<file path="config.mk">
export PLATFORM = sky130hd
export DESIGN_NAME = arp_pkt_responder_flat
export DESIGN_NICKNAME = d
export VERILOG_FILES = /design/src/rtl/arp_pkt_responder_pkg.sv /design/src/rtl/arp_pkt_responder_if.sv /design/src/rtl/arp_pkt_responder.sv /design/src/flat_wrapper.sv
export SDC_FILE = /design/constraint.sdc
export NUM_CORES = 1
export LEC_CHECK = 0
export CAP_MARGIN = 20
export CORE_UTILIZATION = 40
export CTS_BUF_LIST = sky130_fd_sc_hd__clkbuf_8
export CTS_CLUSTER_DIAMETER = 200
export DETAILED_ROUTE_END_ITERATION = 10
export PLACE_DENSITY = 0.6
export SETUP_SLACK_MARGIN = 0.4
export SLEW_MARGIN = 25
export SYNTH_ARGS = -nofsm -noshare
export SYNTH_HDL_FRONTEND = slang
export SYNTH_SLANG_ARGS = --single-unit
</file>
<file path="constraint.sdc">
create_clock -name i_rxmac_clk -period 3.5 [get_ports i_rxmac_clk]
set_input_delay 0.525 -clock i_rxmac_clk [delete_from_list [all_inputs] [get_ports i_rxmac_clk]]
set_output_delay 0.525 -clock i_rxmac_clk [all_outputs]
set_load 0.05 [all_outputs]
</file>
<file path="src/rtl/arp_pkt_responder_pkg.sv">
// ARP protocol constants, FSM state type and the per-offset request header check
// shared by the ARP responder.
package arp_pkg;

  typedef enum logic [1:0] {RX, CHECK, TX} state_t;

  localparam int ARP_PAYLOAD_LEN = 28;
  localparam int ARP_REPLY_LEN   = 42;

  localparam logic [15:0] ETH_TYPE_ARP   = 16'h0806;
  localparam logic [15:0] ARP_HTYPE_ETH  = 16'h0001;
  localparam logic [15:0] ARP_PTYPE_IPV4 = 16'h0800;
  localparam logic [7:0]  ARP_HLEN_ETH   = 8'd6;
  localparam logic [7:0]  ARP_PLEN_IPV4  = 8'd4;
  localparam logic [15:0] ARP_OPER_REQ   = 16'h0001;
  localparam logic [15:0] ARP_OPER_REPLY = 16'h0002;

  localparam logic [4:0] OFF_HTYPE = 5'd0;
  localparam logic [4:0] OFF_PTYPE = 5'd2;
  localparam logic [4:0] OFF_HLEN  = 5'd4;
  localparam logic [4:0] OFF_PLEN  = 5'd5;
  localparam logic [4:0] OFF_OPER  = 5'd6;
  localparam logic [4:0] OFF_SHA   = 5'd8;
  localparam logic [4:0] OFF_SPA   = 5'd14;
  localparam logic [4:0] OFF_THA   = 5'd18;
  localparam logic [4:0] OFF_TPA   = 5'd24;

  typedef struct packed {
    logic       en;
    logic [7:0] val;
  } byte_chk_t;

  // Required value of a request byte at offset idx; en=0 where the byte is free.
  function automatic byte_chk_t rx_byte_check(input logic [4:0] idx, input logic [31:0] local_ip);
    byte_chk_t r;
    r.en  = 1'b1;
    r.val = 8'h00;
    case (idx)
      OFF_HTYPE:        r.val = ARP_HTYPE_ETH[15:8];
      OFF_HTYPE + 5'd1: r.val = ARP_HTYPE_ETH[7:0];
      OFF_PTYPE:        r.val = ARP_PTYPE_IPV4[15:8];
      OFF_PTYPE + 5'd1: r.val = ARP_PTYPE_IPV4[7:0];
      OFF_HLEN:         r.val = ARP_HLEN_ETH;
      OFF_PLEN:         r.val = ARP_PLEN_IPV4;
      OFF_OPER:         r.val = ARP_OPER_REQ[15:8];
      OFF_OPER + 5'd1:  r.val = ARP_OPER_REQ[7:0];
      OFF_TPA:          r.val = local_ip[31:24];
      OFF_TPA + 5'd1:   r.val = local_ip[23:16];
      OFF_TPA + 5'd2:   r.val = local_ip[15:8];
      OFF_TPA + 5'd3:   r.val = local_ip[7:0];
      default:          r.en  = 1'b0;
    endcase
    return r;
  endfunction

endpackage

</file>
<file path="src/rtl/arp_pkt_responder_if.sv">
// Byte-stream handshakes of the ARP responder: request bytes in from the ARP FIFO,
// reply frame bytes out toward the MAC TX path.
interface arp_pkt_responder_if;
  logic [7:0] i_arp_pkt_byte;
  logic       i_arp_pkt_byte_vld;
  logic       i_arp_pkt_last_byte;
  logic       o_arp_pkt_byte_rd;
  logic [7:0] o_arp_reply_byte;
  logic       o_arp_reply_vld;
  logic       o_arp_reply_last;
  logic       i_arp_reply_rd;
  logic       o_arp_reply_sent;
  logic       o_arp_pkt_dropped;

  modport master (
    input  i_arp_pkt_byte, i_arp_pkt_byte_vld, i_arp_pkt_last_byte, i_arp_reply_rd,
    output o_arp_pkt_byte_rd, o_arp_reply_byte, o_arp_reply_vld, o_arp_reply_last,
    output o_arp_reply_sent, o_arp_pkt_dropped
  );

  modport slave (
    output i_arp_pkt_byte, i_arp_pkt_byte_vld, i_arp_pkt_last_byte, i_arp_reply_rd,
    input  o_arp_pkt_byte_rd, o_arp_reply_byte, o_arp_reply_vld, o_arp_reply_last,
    input  o_arp_reply_sent, o_arp_pkt_dropped
  );
endinterface

</file>
<file path="src/rtl/arp_pkt_responder.sv">
// Answers IPv4-over-Ethernet ARP requests for the local IP with a 42-byte reply
// frame; anything else is drained to its last byte and flagged as dropped.
//   state | meaning
//   RX    | pop and check request bytes until last_byte
//   CHECK | accept (go TX) or pulse dropped
//   TX    | present reply frame bytes, one per consumer pop
module arp_pkt_responder
  import arp_pkg::*;
#(
  parameter logic [47:0] P_LOCAL_MAC = 48'h02_00_00_00_00_01,
  parameter logic [31:0] P_LOCAL_IP  = 32'hC0A8_0101
) (
  input logic                 i_rxmac_clk,
  input logic                 i_rxmac_arst,
  arp_pkt_responder_if.master arp
);

  localparam logic [4:0] RX_CNT_SAT  = 5'(ARP_PAYLOAD_LEN);
  localparam logic [5:0] TX_CNT_LAST = 6'(ARP_REPLY_LEN - 1);

  state_t    state, state_nxt;
  logic [4:0] rx_cnt;
  logic [5:0] tx_cnt;
  logic       bad;
  logic [47:0] sha;
  logic [31:0] spa;
  logic       rx_pop, tx_pop, pkt_ok;
  byte_chk_t  rx_chk;
  logic [0:ARP_REPLY_LEN-1][7:0] frame;

  assign rx_pop = (state == RX) && arp.i_arp_pkt_byte_vld;
  assign tx_pop = (state == TX) && arp.i_arp_reply_rd;
  assign pkt_ok = !bad && (rx_cnt == RX_CNT_SAT);
  assign rx_chk = rx_byte_check(rx_cnt, P_LOCAL_IP);

  // Reply frame in transmit order, element 0 goes out first.
  assign frame = {sha, P_LOCAL_MAC, ETH_TYPE_ARP, ARP_HTYPE_ETH, ARP_PTYPE_IPV4,
                  ARP_HLEN_ETH, ARP_PLEN_IPV4, ARP_OPER_REPLY, P_LOCAL_MAC, P_LOCAL_IP,
                  sha, spa};

  always_ff @(posedge i_rxmac_clk or posedge i_rxmac_arst) begin
    if (i_rxmac_arst) state <= RX;
    else              state <= state_nxt;
  end

  always_comb begin
    state_nxt = state;
    case (state)
      RX:      if (rx_pop && arp.i_arp_pkt_last_byte) state_nxt = CHECK;
      CHECK:   state_nxt = pkt_ok ? TX : RX;
      TX:      if (tx_pop && (tx_cnt == TX_CNT_LAST)) state_nxt = RX;
      default: state_nxt = RX;
    endcase
  end

  // RX is the reset state, so the pop strobe alone needs masking during reset.
  always_comb begin
    arp.o_arp_pkt_byte_rd = 1'b0;
    arp.o_arp_reply_byte  = 8'h00;
    arp.o_arp_reply_vld   = 1'b0;
    arp.o_arp_reply_last  = 1'b0;
    arp.o_arp_reply_sent  = 1'b0;
    arp.o_arp_pkt_dropped = 1'b0;
    case (state)
      RX:    arp.o_arp_pkt_byte_rd = arp.i_arp_pkt_byte_vld & ~i_rxmac_arst;
      CHECK: arp.o_arp_pkt_dropped = ~pkt_ok;
      TX: begin
        arp.o_arp_reply_vld  = 1'b1;
        arp.o_arp_reply_byte = frame[tx_cnt];
        arp.o_arp_reply_last = (tx_cnt == TX_CNT_LAST);
        arp.o_arp_reply_sent = (tx_cnt == TX_CNT_LAST) && arp.i_arp_reply_rd;
      end
      default: ;
    endcase
  end

  always_ff @(posedge i_rxmac_clk or posedge i_rxmac_arst) begin
    if (i_rxmac_arst) begin
      rx_cnt <= '0;
      tx_cnt <= '0;
      bad    <= 1'b0;
      sha    <= '0;
      spa    <= '0;
    end else begin
      case (state)
        RX: if (rx_pop) begin
          if (rx_cnt != RX_CNT_SAT) rx_cnt <= rx_cnt + 5'd1;
          if (rx_chk.en && (rx_chk.val != arp.i_arp_pkt_byte)) bad <= 1'b1;
          if ((rx_cnt >= OFF_SHA) && (rx_cnt < OFF_SPA)) sha <= {sha[39:0], arp.i_arp_pkt_byte};
          if ((rx_cnt >= OFF_SPA) && (rx_cnt < OFF_THA)) spa <= {spa[23:0], arp.i_arp_pkt_byte};
        end
        CHECK: begin
          rx_cnt <= '0;
          bad    <= 1'b0;
        end
        TX: if (tx_pop) tx_cnt <= (tx_cnt == TX_CNT_LAST) ? 6'd0 : tx_cnt + 6'd1;
        default: ;
      endcase
    end
  end

endmodule

</file>
<file path="src/flat_wrapper.sv">
// flat-port wrapper written by rule: the top's interface ports become plain ports
module arp_pkt_responder_flat import arp_pkg::*;
#(
  parameter logic [47:0] P_LOCAL_MAC = 48'h02_00_00_00_00_01,
  parameter logic [31:0] P_LOCAL_IP  = 32'hC0A8_0101
)
  (i_rxmac_clk, i_rxmac_arst, arp_i_arp_pkt_byte, arp_i_arp_pkt_byte_vld, arp_i_arp_pkt_last_byte, arp_i_arp_reply_rd, arp_o_arp_pkt_byte_rd, arp_o_arp_reply_byte, arp_o_arp_reply_vld, arp_o_arp_reply_last, arp_o_arp_reply_sent, arp_o_arp_pkt_dropped);
  arp_pkt_responder_if arp_i ();
  input logic i_rxmac_clk;
  input logic i_rxmac_arst;
  input wire logic [$bits(arp_i.i_arp_pkt_byte)-1:0] arp_i_arp_pkt_byte;
  input wire logic [$bits(arp_i.i_arp_pkt_byte_vld)-1:0] arp_i_arp_pkt_byte_vld;
  input wire logic [$bits(arp_i.i_arp_pkt_last_byte)-1:0] arp_i_arp_pkt_last_byte;
  input wire logic [$bits(arp_i.i_arp_reply_rd)-1:0] arp_i_arp_reply_rd;
  output wire logic [$bits(arp_i.o_arp_pkt_byte_rd)-1:0] arp_o_arp_pkt_byte_rd;
  output wire logic [$bits(arp_i.o_arp_reply_byte)-1:0] arp_o_arp_reply_byte;
  output wire logic [$bits(arp_i.o_arp_reply_vld)-1:0] arp_o_arp_reply_vld;
  output wire logic [$bits(arp_i.o_arp_reply_last)-1:0] arp_o_arp_reply_last;
  output wire logic [$bits(arp_i.o_arp_reply_sent)-1:0] arp_o_arp_reply_sent;
  output wire logic [$bits(arp_i.o_arp_pkt_dropped)-1:0] arp_o_arp_pkt_dropped;
  assign arp_i.i_arp_pkt_byte = arp_i_arp_pkt_byte;
  assign arp_i.i_arp_pkt_byte_vld = arp_i_arp_pkt_byte_vld;
  assign arp_i.i_arp_pkt_last_byte = arp_i_arp_pkt_last_byte;
  assign arp_i.i_arp_reply_rd = arp_i_arp_reply_rd;
  assign arp_o_arp_pkt_byte_rd = arp_i.o_arp_pkt_byte_rd;
  assign arp_o_arp_reply_byte = arp_i.o_arp_reply_byte;
  assign arp_o_arp_reply_vld = arp_i.o_arp_reply_vld;
  assign arp_o_arp_reply_last = arp_i.o_arp_reply_last;
  assign arp_o_arp_reply_sent = arp_i.o_arp_reply_sent;
  assign arp_o_arp_pkt_dropped = arp_i.o_arp_pkt_dropped;
  arp_pkt_responder #(.P_LOCAL_MAC(P_LOCAL_MAC), .P_LOCAL_IP(P_LOCAL_IP)) u_core (.i_rxmac_clk(i_rxmac_clk), .i_rxmac_arst(i_rxmac_arst), .arp(arp_i));
endmodule
</file>
==> results.cfg <==
[floorplan]
placementRows = 40
dieHeight_um = 114
initial_utilization_pct = 41.5
core_area_um2 = 12200
ios = 26
die_w_um = 114
dieArea_um2 = 13100

[timing]
finalCritPeriodShare_pct = 85.6
relSlewSlack_pct = 48.5
timing.fmax_mhz = 334
maxSlewViolCount = 0
fin_setup_tns_ns = 0
grt_setup_unrepaired = true
fin_worst_skew_ns = 0.0100
hold_viol_final = 0
setup_viol = 0
worstMarginPinSlew_ns = 0.772
fin_crit_ns = 3.00

[setup_path]
crit_chain = buf_4 > buf_4 > mux2i_1 > o221ai_1 > o21ai_1 > o221a_1 > nor2_1 > buf_12
slowest_delay_ns = 0.40
cp-start-kind = register
reg2reg_depth = 4
critPathSlowestCell = dfrtp_2
crit_family = buffers and inverters
required_ns = 2.97
cp.depth = 8
cpMostUsedCell = buf_4
cp_max_fo = 15
critPathBufInv = 3
crit_path_end_kind = output port
worstPathArrival_ns = 2.47
crit_type = register to output port

[power_and_ir_drop]
powerDensity_nw_per_um2 = 553
max-vdd-ir-drop_uv = 181
p_leak_nw = 2.70

[synth]
async_flop_share_pct = 100
synth_warnings = 0
synthCells = 419
synth-seq-cells = 94
yosys.area.top_type = dfrtp_1
synthTopCellsByArea = dfrtp_1 (47%), mux2_2 (16%), mux2_4 (5.9%)
synth_edf_count = 0
synth_nets = 442
synth_top_flop_cell = dfrtp_1
ys_seq_area_share_pct = 46.6
syn_avg_cell_area_um2 = 12.1
syn_area_um2 = 5050
ys_types = 56
yosys.area.top_type_share_pct = 46.6

[cts]
clock_path_buffers = 2
cts_tree = yes
numCtsBuffers = 9
cts_max_level = 3
clk_pin_slew_ns = 0.09
cts-hold-fix-buffers = 0
insertion_delay_ns = 0.38
numClockSinks = 94
root_buffer = clkbuf_8

[place]
dp.cells = 593
dp_hpwl_um = 7530
gp_congestion = 0.883
portBuffers = 25

[final_layout]
fillers = 1129
n_antenna_cell = 0
nNetsFinal = 469
drive_gt1_share_pct = 33.9
fin_cells = 619
final_cell_mix = dfrtp_1 (90), mux2_2 (73), buf_4 (25)
areaGrowthSynthToFinish_pct = 14.1
final_common_cell = dfrtp_1

[grt]
grt_pass1_vias = 3427
grt.overflow.total = 0
grt.total_usage_pct = 18.3
grt_max_degree = 52
antenna_found_initial = 0
grt_pass1_wl_um = 18000

[drt]
drt_iter0_drc = 197
num_vias = 3360
routed_wirelength_um = 10900
first_pass_iters = 4
avgViaCountPerCell = 5.43
ant_nets = 0
drc = 0
detail_route.wl_per_cell_um = 17.5

[job]
maxCapViolations = 0

[min_path]
hold_depth = 1
hold_class = register to register

[status]
status = complete, no violations
[through the flow]
step                setup WS, ns  cell area (um^2)  util [%]  power, W  hold slack [ns]
floorplan                  0.426              5060         -   0.00212            0.464
global placement           0.705              5450      44.8   0.00228            0.473
detailed placement         0.641              5450      44.8   0.00230            0.485
CTS                        0.426              5720      47.0   0.00316            0.506
global route               0.366              5770      47.4   0.00338            0.519
finish                     0.505              5770      47.4   0.00319            0.503
[worst reg2reg max path, cell delays in order (launching register included)]
cell and delay, ns:
dfrtp_1 0.53, and4b_1 0.29, o21ai_2 0.62, buf_4 0.40, mux2_2 0.37
[flip-flops by register name (all words and copies together), names as in the netlist]
signal         flops
u_core.bad         1
u_core.rx_cnt      5
u_core.sha        48
u_core.spa        32
u_core.state       2
u_core.tx_cnt      6
[power breakdown]
| part | switching (W) | internal [W] |
|---|---|---|
| combinational | 0.000499 | 0.000497 |
| clock | 0.000382 | 0.000441 |
| sequential | 0.000160 | 0.00121 |
| total | 0.00104 | 0.00215 |
[what timing repair did]
action	in CTS	in global routing
gates resized for setup	5	2
setup buffers	4	6
endpoints found under the setup margin	6	5
pin swaps	0	1
[path summary, 6_finish.rpt]
check | endpoint | slack (ns) | startpoint
worst max-delay path | arp_o_arp_reply_byte[1] | 0.50 | u_core.tx_cnt[0]
worst min-delay path | u_core.spa[31] | 0.50 | u_core.spa[31]
worst max register to register | u_core.spa[26] | 1.18 | u_core.rx_cnt[2]
worst min register to register | u_core.spa[31] | 0.50 | u_core.spa[31]
max in group asynchronous | u_core.sha[6] | 1.67 | i_rxmac_arst
min in group asynchronous | u_core.sha[34] | 0.74 | i_rxmac_arst
[logic make-up (layout without fill, tap and decap cells)]
group	Yosys count	in the layout	share of synthesized area [%]
AND/OR/NAND/NOR	90	90	9.63
flip-flops	94	94	46.6
XOR/XNOR	7	7	1.21
multiplexers	112	112	26.5
AO/OA/AOI/OAI	67	67	9.53
adder cells (fa/ha/maj)	10	10	2.48
buffers and inverters	39	71	4.06
[synthesized netlist by cell type (3+ instances only)]
cell type	n
a31oi_1	5
nor4b_1	3
o21ai_0	7
o41ai_1	3
a221oi_1	15
ha_1	10
nor2_1	17
mux2_2	73
buf_2	13
o22ai_1	5
clkbuf_1	5
xnor2_1	6
mux2i_1	15
nor3_1	8
nand2_1	19
buf_4	7
nand3_1	8
dfrtp_1	94
nand2b_1	3
or3_1	8
a2bb2oi_1	3
nor3b_1	4
a21oi_1	10
inv_1	9
nor2b_1	5
nor4_1	3
mux2_4	20
[final cells by class]
type,instances,area (um^2),share of cell area (%)
sequential,94,2360,40.9
timing repair buffer,44,418,7.25
multi-input combinational,286,2500,43.4
tap,168,210,3.65
inverter,11,46.3,0.803
clock buffer,11,151,2.63
clock inverter,5,81.3,1.41
[routing by layer]
metal	wire, um	vias up	GRT usage, %
li1	-	1604	-
met3	401	10	4.76
met5	0	-	0
met4	214	0	7.19
met1	5070	1688	24.7
met2	5170	58	28.2
(Power assumes the default switching activity.)
